## src/rtl/ctrl_pipe.sv

```systemverilog
// Control pipeline: carries decoded ID controls through EX/MEM/WB, detects load-use and
// control hazards, and drives operand forwarding selects. Macro CTRL_PIPE_FORWARDING_EN.
module ctrl_pipe #(
  parameter int REG_AW  = 5,
  parameter int ALUOP_W = 6,
  parameter int CNT_W   = 16
) (
  input  logic               clk,
  input  logic               rst,
  input  logic               id_valid,
  input  logic               Jump,
  input  logic               Branch,
  input  logic               MemRead,
  input  logic               MemWrite,
  input  logic               MemtoReg,
  input  logic               RegDst,
  input  logic               RegWrite,
  input  logic               ALUSrc,
  input  logic [ALUOP_W-1:0] AluOp,
  input  logic [REG_AW-1:0]  id_rs,
  input  logic [REG_AW-1:0]  id_rt,
  input  logic [REG_AW-1:0]  id_rd,
  input  logic               alu_zero,
  output logic               stall,
  output logic               flush,
  output logic               ex_Jump,
  output logic               ex_Branch,
  output logic               ex_MemRead,
  output logic               ex_MemWrite,
  output logic               ex_MemtoReg,
  output logic               ex_RegWrite,
  output logic               ex_ALUSrc,
  output logic [ALUOP_W-1:0] ex_AluOp,
  output logic [REG_AW-1:0]  ex_wreg,
  output logic               mem_MemRead,
  output logic               mem_MemWrite,
  output logic               mem_MemtoReg,
  output logic               mem_RegWrite,
  output logic [REG_AW-1:0]  mem_wreg,
  output logic               wb_MemtoReg,
  output logic               wb_RegWrite,
  output logic [REG_AW-1:0]  wb_wreg,
  output logic [1:0]         fwd_a,
  output logic [1:0]         fwd_b,
  output logic [CNT_W-1:0]   stall_cnt,
  output logic [CNT_W-1:0]   flush_cnt
);

  logic              vld_p1, vld_p2, vld_p3;
  logic [REG_AW-1:0] id_wreg;
  logic              uses_rt;
  logic              load_use;
  logic              raw_hz;
  logic              bubble;

  // Register r is produced by a stage holding a valid, nonzero-destination write.
  function automatic logic wr_match(input logic v, input logic we,
                                    input logic [REG_AW-1:0] wreg,
                                    input logic [REG_AW-1:0] r);
    return v & we & (wreg != '0) & (wreg == r);
  endfunction

  function automatic logic [CNT_W-1:0] sat_inc(input logic [CNT_W-1:0] c, input logic en);
    return (en && (c != '1)) ? c + {{(CNT_W-1){1'b0}}, 1'b1} : c;
  endfunction

  // ID stage: hazard detection against EX/MEM
  always_comb begin
    id_wreg  = RegDst ? id_rd : id_rt;
    uses_rt  = RegDst | MemWrite | Branch;
    flush    = vld_p1 & (ex_Jump | (ex_Branch & alu_zero));
    load_use = id_valid & ex_MemRead &
               (wr_match(vld_p1, ex_RegWrite, ex_wreg, id_rs) |
                (uses_rt & wr_match(vld_p1, ex_RegWrite, ex_wreg, id_rt)));
`ifdef CTRL_PIPE_FORWARDING_EN
    raw_hz   = 1'b0;
`else
    raw_hz   = id_valid &
               (wr_match(vld_p1, ex_RegWrite, ex_wreg, id_rs) |
                wr_match(vld_p2, mem_RegWrite, mem_wreg, id_rs) |
                (uses_rt & (wr_match(vld_p1, ex_RegWrite, ex_wreg, id_rt) |
                            wr_match(vld_p2, mem_RegWrite, mem_wreg, id_rt))));
`endif
    stall    = (load_use | raw_hz) & ~flush;
    bubble   = flush | stall;
  end

`ifdef CTRL_PIPE_FORWARDING_EN
  logic [REG_AW-1:0] rs_p1, rt_p1;

  // Source registers are cleared with the bubble so an empty EX never forwards.
  always_ff @(posedge clk or posedge rst) begin
    if (rst) begin
      rs_p1 <= '0;
      rt_p1 <= '0;
    end else begin
      rs_p1 <= (bubble || !id_valid) ? '0 : id_rs;
      rt_p1 <= (bubble || !id_valid) ? '0 : id_rt;
    end
  end

  always_comb begin
    fwd_a = 2'b00;
    fwd_b = 2'b00;
    if (wr_match(vld_p2, mem_RegWrite, mem_wreg, rs_p1))     fwd_a = 2'b10;
    else if (wr_match(vld_p3, wb_RegWrite, wb_wreg, rs_p1))  fwd_a = 2'b01;
    if (wr_match(vld_p2, mem_RegWrite, mem_wreg, rt_p1))     fwd_b = 2'b10;
    else if (wr_match(vld_p3, wb_RegWrite, wb_wreg, rt_p1))  fwd_b = 2'b01;
  end
`else
  assign fwd_a = 2'b00;
  assign fwd_b = 2'b00;
`endif

  // ID -> EX
  always_ff @(posedge clk or posedge rst) begin
    if (rst) begin
      vld_p1      <= 1'b0;
      ex_Jump     <= 1'b0;
      ex_Branch   <= 1'b0;
      ex_MemRead  <= 1'b0;
      ex_MemWrite <= 1'b0;
      ex_MemtoReg <= 1'b0;
      ex_RegWrite <= 1'b0;
      ex_ALUSrc   <= 1'b0;
      ex_AluOp    <= '0;
      ex_wreg     <= '0;
    end else if (bubble) begin
      vld_p1      <= 1'b0;
      ex_Jump     <= 1'b0;
      ex_Branch   <= 1'b0;
      ex_MemRead  <= 1'b0;
      ex_MemWrite <= 1'b0;
      ex_MemtoReg <= 1'b0;
      ex_RegWrite <= 1'b0;
      ex_ALUSrc   <= 1'b0;
      ex_AluOp    <= '0;
      ex_wreg     <= '0;
    end else begin
      vld_p1      <= id_valid;
      ex_Jump     <= Jump & id_valid;
      ex_Branch   <= Branch & id_valid;
      ex_MemRead  <= MemRead & id_valid;
      ex_MemWrite <= MemWrite & id_valid;
      ex_MemtoReg <= MemtoReg & id_valid;
      ex_RegWrite <= RegWrite & id_valid;
      ex_ALUSrc   <= ALUSrc & id_valid;
      ex_AluOp    <= id_valid ? AluOp : '0;
      ex_wreg     <= id_valid ? id_wreg : '0;
    end
  end

  // EX -> MEM -> WB, never stalled
  always_ff @(posedge clk or posedge rst) begin
    if (rst) begin
      vld_p2       <= 1'b0;
      mem_MemRead  <= 1'b0;
      mem_MemWrite <= 1'b0;
      mem_MemtoReg <= 1'b0;
      mem_RegWrite <= 1'b0;
      mem_wreg     <= '0;
      vld_p3       <= 1'b0;
      wb_MemtoReg  <= 1'b0;
      wb_RegWrite  <= 1'b0;
      wb_wreg      <= '0;
    end else begin
      vld_p2       <= vld_p1;
      mem_MemRead  <= ex_MemRead & vld_p1;
      mem_MemWrite <= ex_MemWrite & vld_p1;
      mem_MemtoReg <= ex_MemtoReg & vld_p1;
      mem_RegWrite <= ex_RegWrite & vld_p1;
      mem_wreg     <= vld_p1 ? ex_wreg : '0;
      vld_p3       <= vld_p2;
      wb_MemtoReg  <= mem_MemtoReg & vld_p2;
      wb_RegWrite  <= mem_RegWrite & vld_p2;
      wb_wreg      <= vld_p2 ? mem_wreg : '0;
    end
  end

  always_ff @(posedge clk or posedge rst) begin
    if (rst) begin
      stall_cnt <= '0;
      flush_cnt <= '0;
    end else begin
      stall_cnt <= sat_inc(stall_cnt, stall);
      flush_cnt <= sat_inc(flush_cnt, flush);
    end
  end

endmodule

```

## config.mk

```make
export PLATFORM = sky130hd
export DESIGN_NAME = ctrl_pipe
export DESIGN_NICKNAME = d
export VERILOG_FILES = /design/src/rtl/ctrl_pipe.sv
export SDC_FILE = /design/constraint.sdc
export NUM_CORES = 1
export LEC_CHECK = 0
export ABC_CLOCK_PERIOD_IN_PS = 3000
export BUFFER_PORTS_ARGS = -buffer_cell sky130_fd_sc_hd__buf_2
export CAP_MARGIN = 40
export CORE_MARGIN = 10
export CORE_UTILIZATION = 49
export CTS_CLUSTER_SIZE = 20
export DETAILED_ROUTE_END_ITERATION = 12
export HOLD_SLACK_MARGIN = 0.12
export PLACE_DENSITY = 0.82
export SLEW_MARGIN = 20
export SYNTH_ARGS = -nofsm -noshare
export SYNTH_HDL_FRONTEND = slang
export SYNTH_SLANG_ARGS = --single-unit
```

## constraint.sdc

```tcl
create_clock -name clk -period 3 [get_ports clk]
set_clock_uncertainty 0.1 [all_clocks]
set_input_delay 0.45 -clock clk [delete_from_list [all_inputs] [get_ports clk]]
set_output_delay 0.45 -clock clk [all_outputs]
set_load 0.02 [all_outputs]
```

==> flow_summary_export.csv <==
group,metric,value,unit
run_status,result_of_the_run,"complete, no violations",
worst_hold_path,hold_start,"RegWrite",
global_route,overflow_left_after_global_routing,0,
placed_design,detailed_place_hpwl,6.07,mm
floorplan,initial_core_util,50.1,%
worst_hold_path,sink_of_the_worst_hold_path,"ex_RegWrite",
power,leakage,2.10,nW
routing,post_drt_wl_per_cell,16.7,um
clock_network,clkSlewWorstSetupHoldPaths,0.08,ns
sta,finalMaxSlewViolations,0,
synth,yosysUniqueCellTypes,43,
clock_network,clk-insertion-delay-late,0.34,ns
critical_path,reg2reg_slack,0.53,ns
placed_design,io_buffers,100,
cells_and_area,commonest_cells_after_routing_fill_and_taps_aside,"sky130_fd_sc_hd__buf_2, sky130_fd_sc_hd__dfrtp_1, sky130_fd_sc_hd__xnor2_1, sky130_fd_sc_hd__nor2_1, sky130_fd_sc_hd__xor2_1",
routing,drtPass1Iterations,4,
cells_and_area,final_common_cell,"sky130_fd_sc_hd__buf_2",
floorplan,i_o_pin_count,105,
clock_network,h_tree_depth,3,
cells_and_area,layout-drive-gt1-share,35.1,%
clock_network,clock_tree.root_cell,"sky130_fd_sc_hd__clkbuf_8",
floorplan,die_width,100,um
routing,drt_drc_violations_left,0,
clock_network,cts_tree,"built",
critical_path,cp-end-kind,"output pin",
sta,fin_setup_tns,0,ns
sta,timing.max_slew.rel_slack,54.0,%
synth,netlist_area,3150,um2
sta,setup_slack,0.177,ns
critical_path,critPathLaunchType,"flop",
synth,post-synth-top-area-fraction,54.1,%
synth,main_area_contributors_after_synthesis,"sky130_fd_sc_hd__dfrtp_1, sky130_fd_sc_hd__xnor2_1, sky130_fd_sc_hd__xor2_1",
synth,post_synth_edffs,0,
floorplan,die_y,100,um
global_route,grtUsageTotal,15.9,%
critical_path,critical_path_required,2.45,ns
power,worst_ir_drop_vdd,0.260,mV
critical_path,timing_worst_setup_path_type,"flop to output pin",
synth,synth_cells,274,
placed_design,place.gp.congestion,0.883,
job,maxCapViolations,0,
sta,fmaxAchievable,0.354,GHz
floorplan,core_area,6280,um2
clock_network,numCtsBuffers,9,
critical_path,critical_path.max_stage_delay,0.56,ns
synth,average_cell_area_after_synthesis,11.5,um2
global_route,grt_antenna_before_repair,0,
sta,hold_violations,0,
global_route,grt_pass1_vias,2565,
routing,wirelength,7.80,mm
clock_network,cts.sink_count,68,
synth,synth_sequential_area_ratio,54.1,%
critical_path,worst_path_max_delay_cell,"sky130_fd_sc_hd__or4_1",
sta,final_min_period_over_clock_period,94.1,%
cells_and_area,layout.core_utilization,62.5,%
clock_network,post-cts-setup-buffers,0,
routing,vias,2379,
power,power_per_standard_cell_area,539,nW/um2
critical_path,regToRegEndpoint,"stall_cnt[7]",
sta,period_minus_slack,2.82,ns
critical_path,worstPathMaxFanout,9,
critical_path,cp_cell_sequence,"or4_1, o21ai_2, nor4_4, o21ai_4, a21oi_1, buf_2",
synth,ys.warnings.count,0,
global_route,grt_max_degree,30,
synth,ys_seq_elements,68,
critical_path,worst_r2r_path_depth,7,
routing,drt.antenna.violating_nets,0,
synth,synth_flop_cell,"sky130_fd_sc_hd__dfrtp_1",
synth,synth_area_leader_cell,"sky130_fd_sc_hd__dfrtp_1",
global_route,grt_first_pass_wirelength,12.7,mm
routing,routed_via_density,5.09,
cells_and_area,area_growth_syn_to_layout,24.7,%
sta,holdWs,0.203,ns
worst_hold_path,hold-path-cell-count,3,
worst_hold_path,hold_class,"input port to flop",
sta,worstMarginPinSlew,0.688,ns
placed_design,post-place-ws,0.517,ns
cells_and_area,fin_nets,420,
cells_and_area,antenna_cells_inserted,0,
critical_path,cp_data_arrival_time,2.27,ns
routing,detail_route.iter0.violations,46,
clock_network,ctsLongestPathBuffers,2,
synth,async_reset_ff_share,100,%
sta,rsz_0062_raised_after_global_routing,"false",
floorplan,core.rowCount,29,
floorplan,die_area,10000,um2
sta,setup_violation_total_in_the_final_timing_report,0,
critical_path,critical_path.reg2reg.startpoint,"stall_cnt[0]",
-- cell type report --
class | count | area [um2]
clock buffers | 11 | 131
clock inverters | 5 | 52.6
fillers | 521 | 2350
inverters | 20 | 75.1
multi-input cells | 183 | 1340
flip-flops and latches | 68 | 1700
well taps | 77 | 96.3
repair buffers | 103 | 526
-- report_power, final --
part	internal [W]	total (W)	switching, W
Clock	0.000380	0.000721	0.000341
Sequential	0.000978	0.00105	0.0000716
Combinational	0.000130	0.000343	0.000213
Total	0.00149	0.00211	0.000625
-- how the worst max path moves through the flow --
| stage | startpoint | to | slack (ns) | depth (start not counted) |
|---|---|---|---|---|
| finish | mem_wreg[1] | stall | 0.18 | 6 |
| global route | mem_wreg[1] | stall | 0.06 | 6 |
| CTS | mem_wreg[1] | stall | 0.16 | 6 |
| detailed placement | id_rs[4] | stall | 0.52 | 7 |
| global placement | id_rs[0] | stall | 0.61 | 7 |
| floorplan | ex_wreg[1] | stall | 0.66 | 5 |
-- registers in the layout, indices dropped and copies added (netlist names), 5 cells and up --
name       cells
flush_cnt     16
stall_cnt     16
ex_AluOp       6
ex_wreg        5
mem_wreg       5
wb_wreg        5
-- worst max-delay path: cells and delay by family, from the launching register on --
family | cells | cell delay (ns)
buffers and inverters | 1 | 0.18
flip-flops | 1 | 0.43
AND/OR/NAND/NOR | 2 | 0.65
AO/OA/AOI/OAI | 3 | 0.66
-- through the flow --
step                      cells  power (W)  area (um2)
after floorplan             277    0.00128        3160
after global placement      450    0.00140        3730
after detailed placement    450    0.00141        3730
after CTS                   467    0.00214        3930
after global routing        467    0.00222        3930
final                       467    0.00211        3930
-- Yosys cell counts (2+ instances only) --
master and number:
sky130_fd_sc_hd__dfrtp_1 68, sky130_fd_sc_hd__xnor2_1 25, sky130_fd_sc_hd__nor2_1 24, sky130_fd_sc_hd__xor2_1 22
sky130_fd_sc_hd__nand3_1 21, sky130_fd_sc_hd__inv_1 19, sky130_fd_sc_hd__and2_1 16, sky130_fd_sc_hd__nand2_1 10
sky130_fd_sc_hd__a21oi_1 8, sky130_fd_sc_hd__mux2i_1 6, sky130_fd_sc_hd__a2111oi_1 4, sky130_fd_sc_hd__and3_1 4
sky130_fd_sc_hd__buf_4 4, sky130_fd_sc_hd__nand4_1 4, sky130_fd_sc_hd__a2111oi_2 3, sky130_fd_sc_hd__a21boi_1 3
sky130_fd_sc_hd__and4_1 3, sky130_fd_sc_hd__ha_1 2, sky130_fd_sc_hd__nor4_2 2, sky130_fd_sc_hd__nor4_4 2
sky130_fd_sc_hd__o21ai_4 2
-- metal layers --
layer | vias up | routed length [um] | GRT usage, %
met5 | - | 0 | 0
met3 | 10 | 557 | 5.15
met1 | 1162 | 3090 | 17.7
met2 | 74 | 4050 | 27.2
li1 | 1133 | - | -
met4 | 0 | 100 | 6.74
-- cells by family (layout without fill, tap and decap cells) --
| family | after synthesis | count (layout) | share of synthesized area (%) |
|---|---|---|---|
| and+or+nand+nor | 97 | 97 | 18.1 |
| DFF | 68 | 68 | 54.1 |
| xor gates and xnor gates | 47 | 47 | 13.1 |
| adders and majority gates | 2 | 2 | 0.795 |
| buffers and inverters | 26 | 139 | 3.62 |
| AOI/OAI and AO/OA | 24 | 24 | 7.08 |
| muxes | 9 | 9 | 3.10 |
| other | 1 | 4 | 0.119 |
-- timing repair --
item                      in CTS  in global routing
hold buffers                   1                  0
hold endpoints to repair      14                  0
gates resized for setup        0                  0
Note: power is estimated with default switching activity, not from simulation.
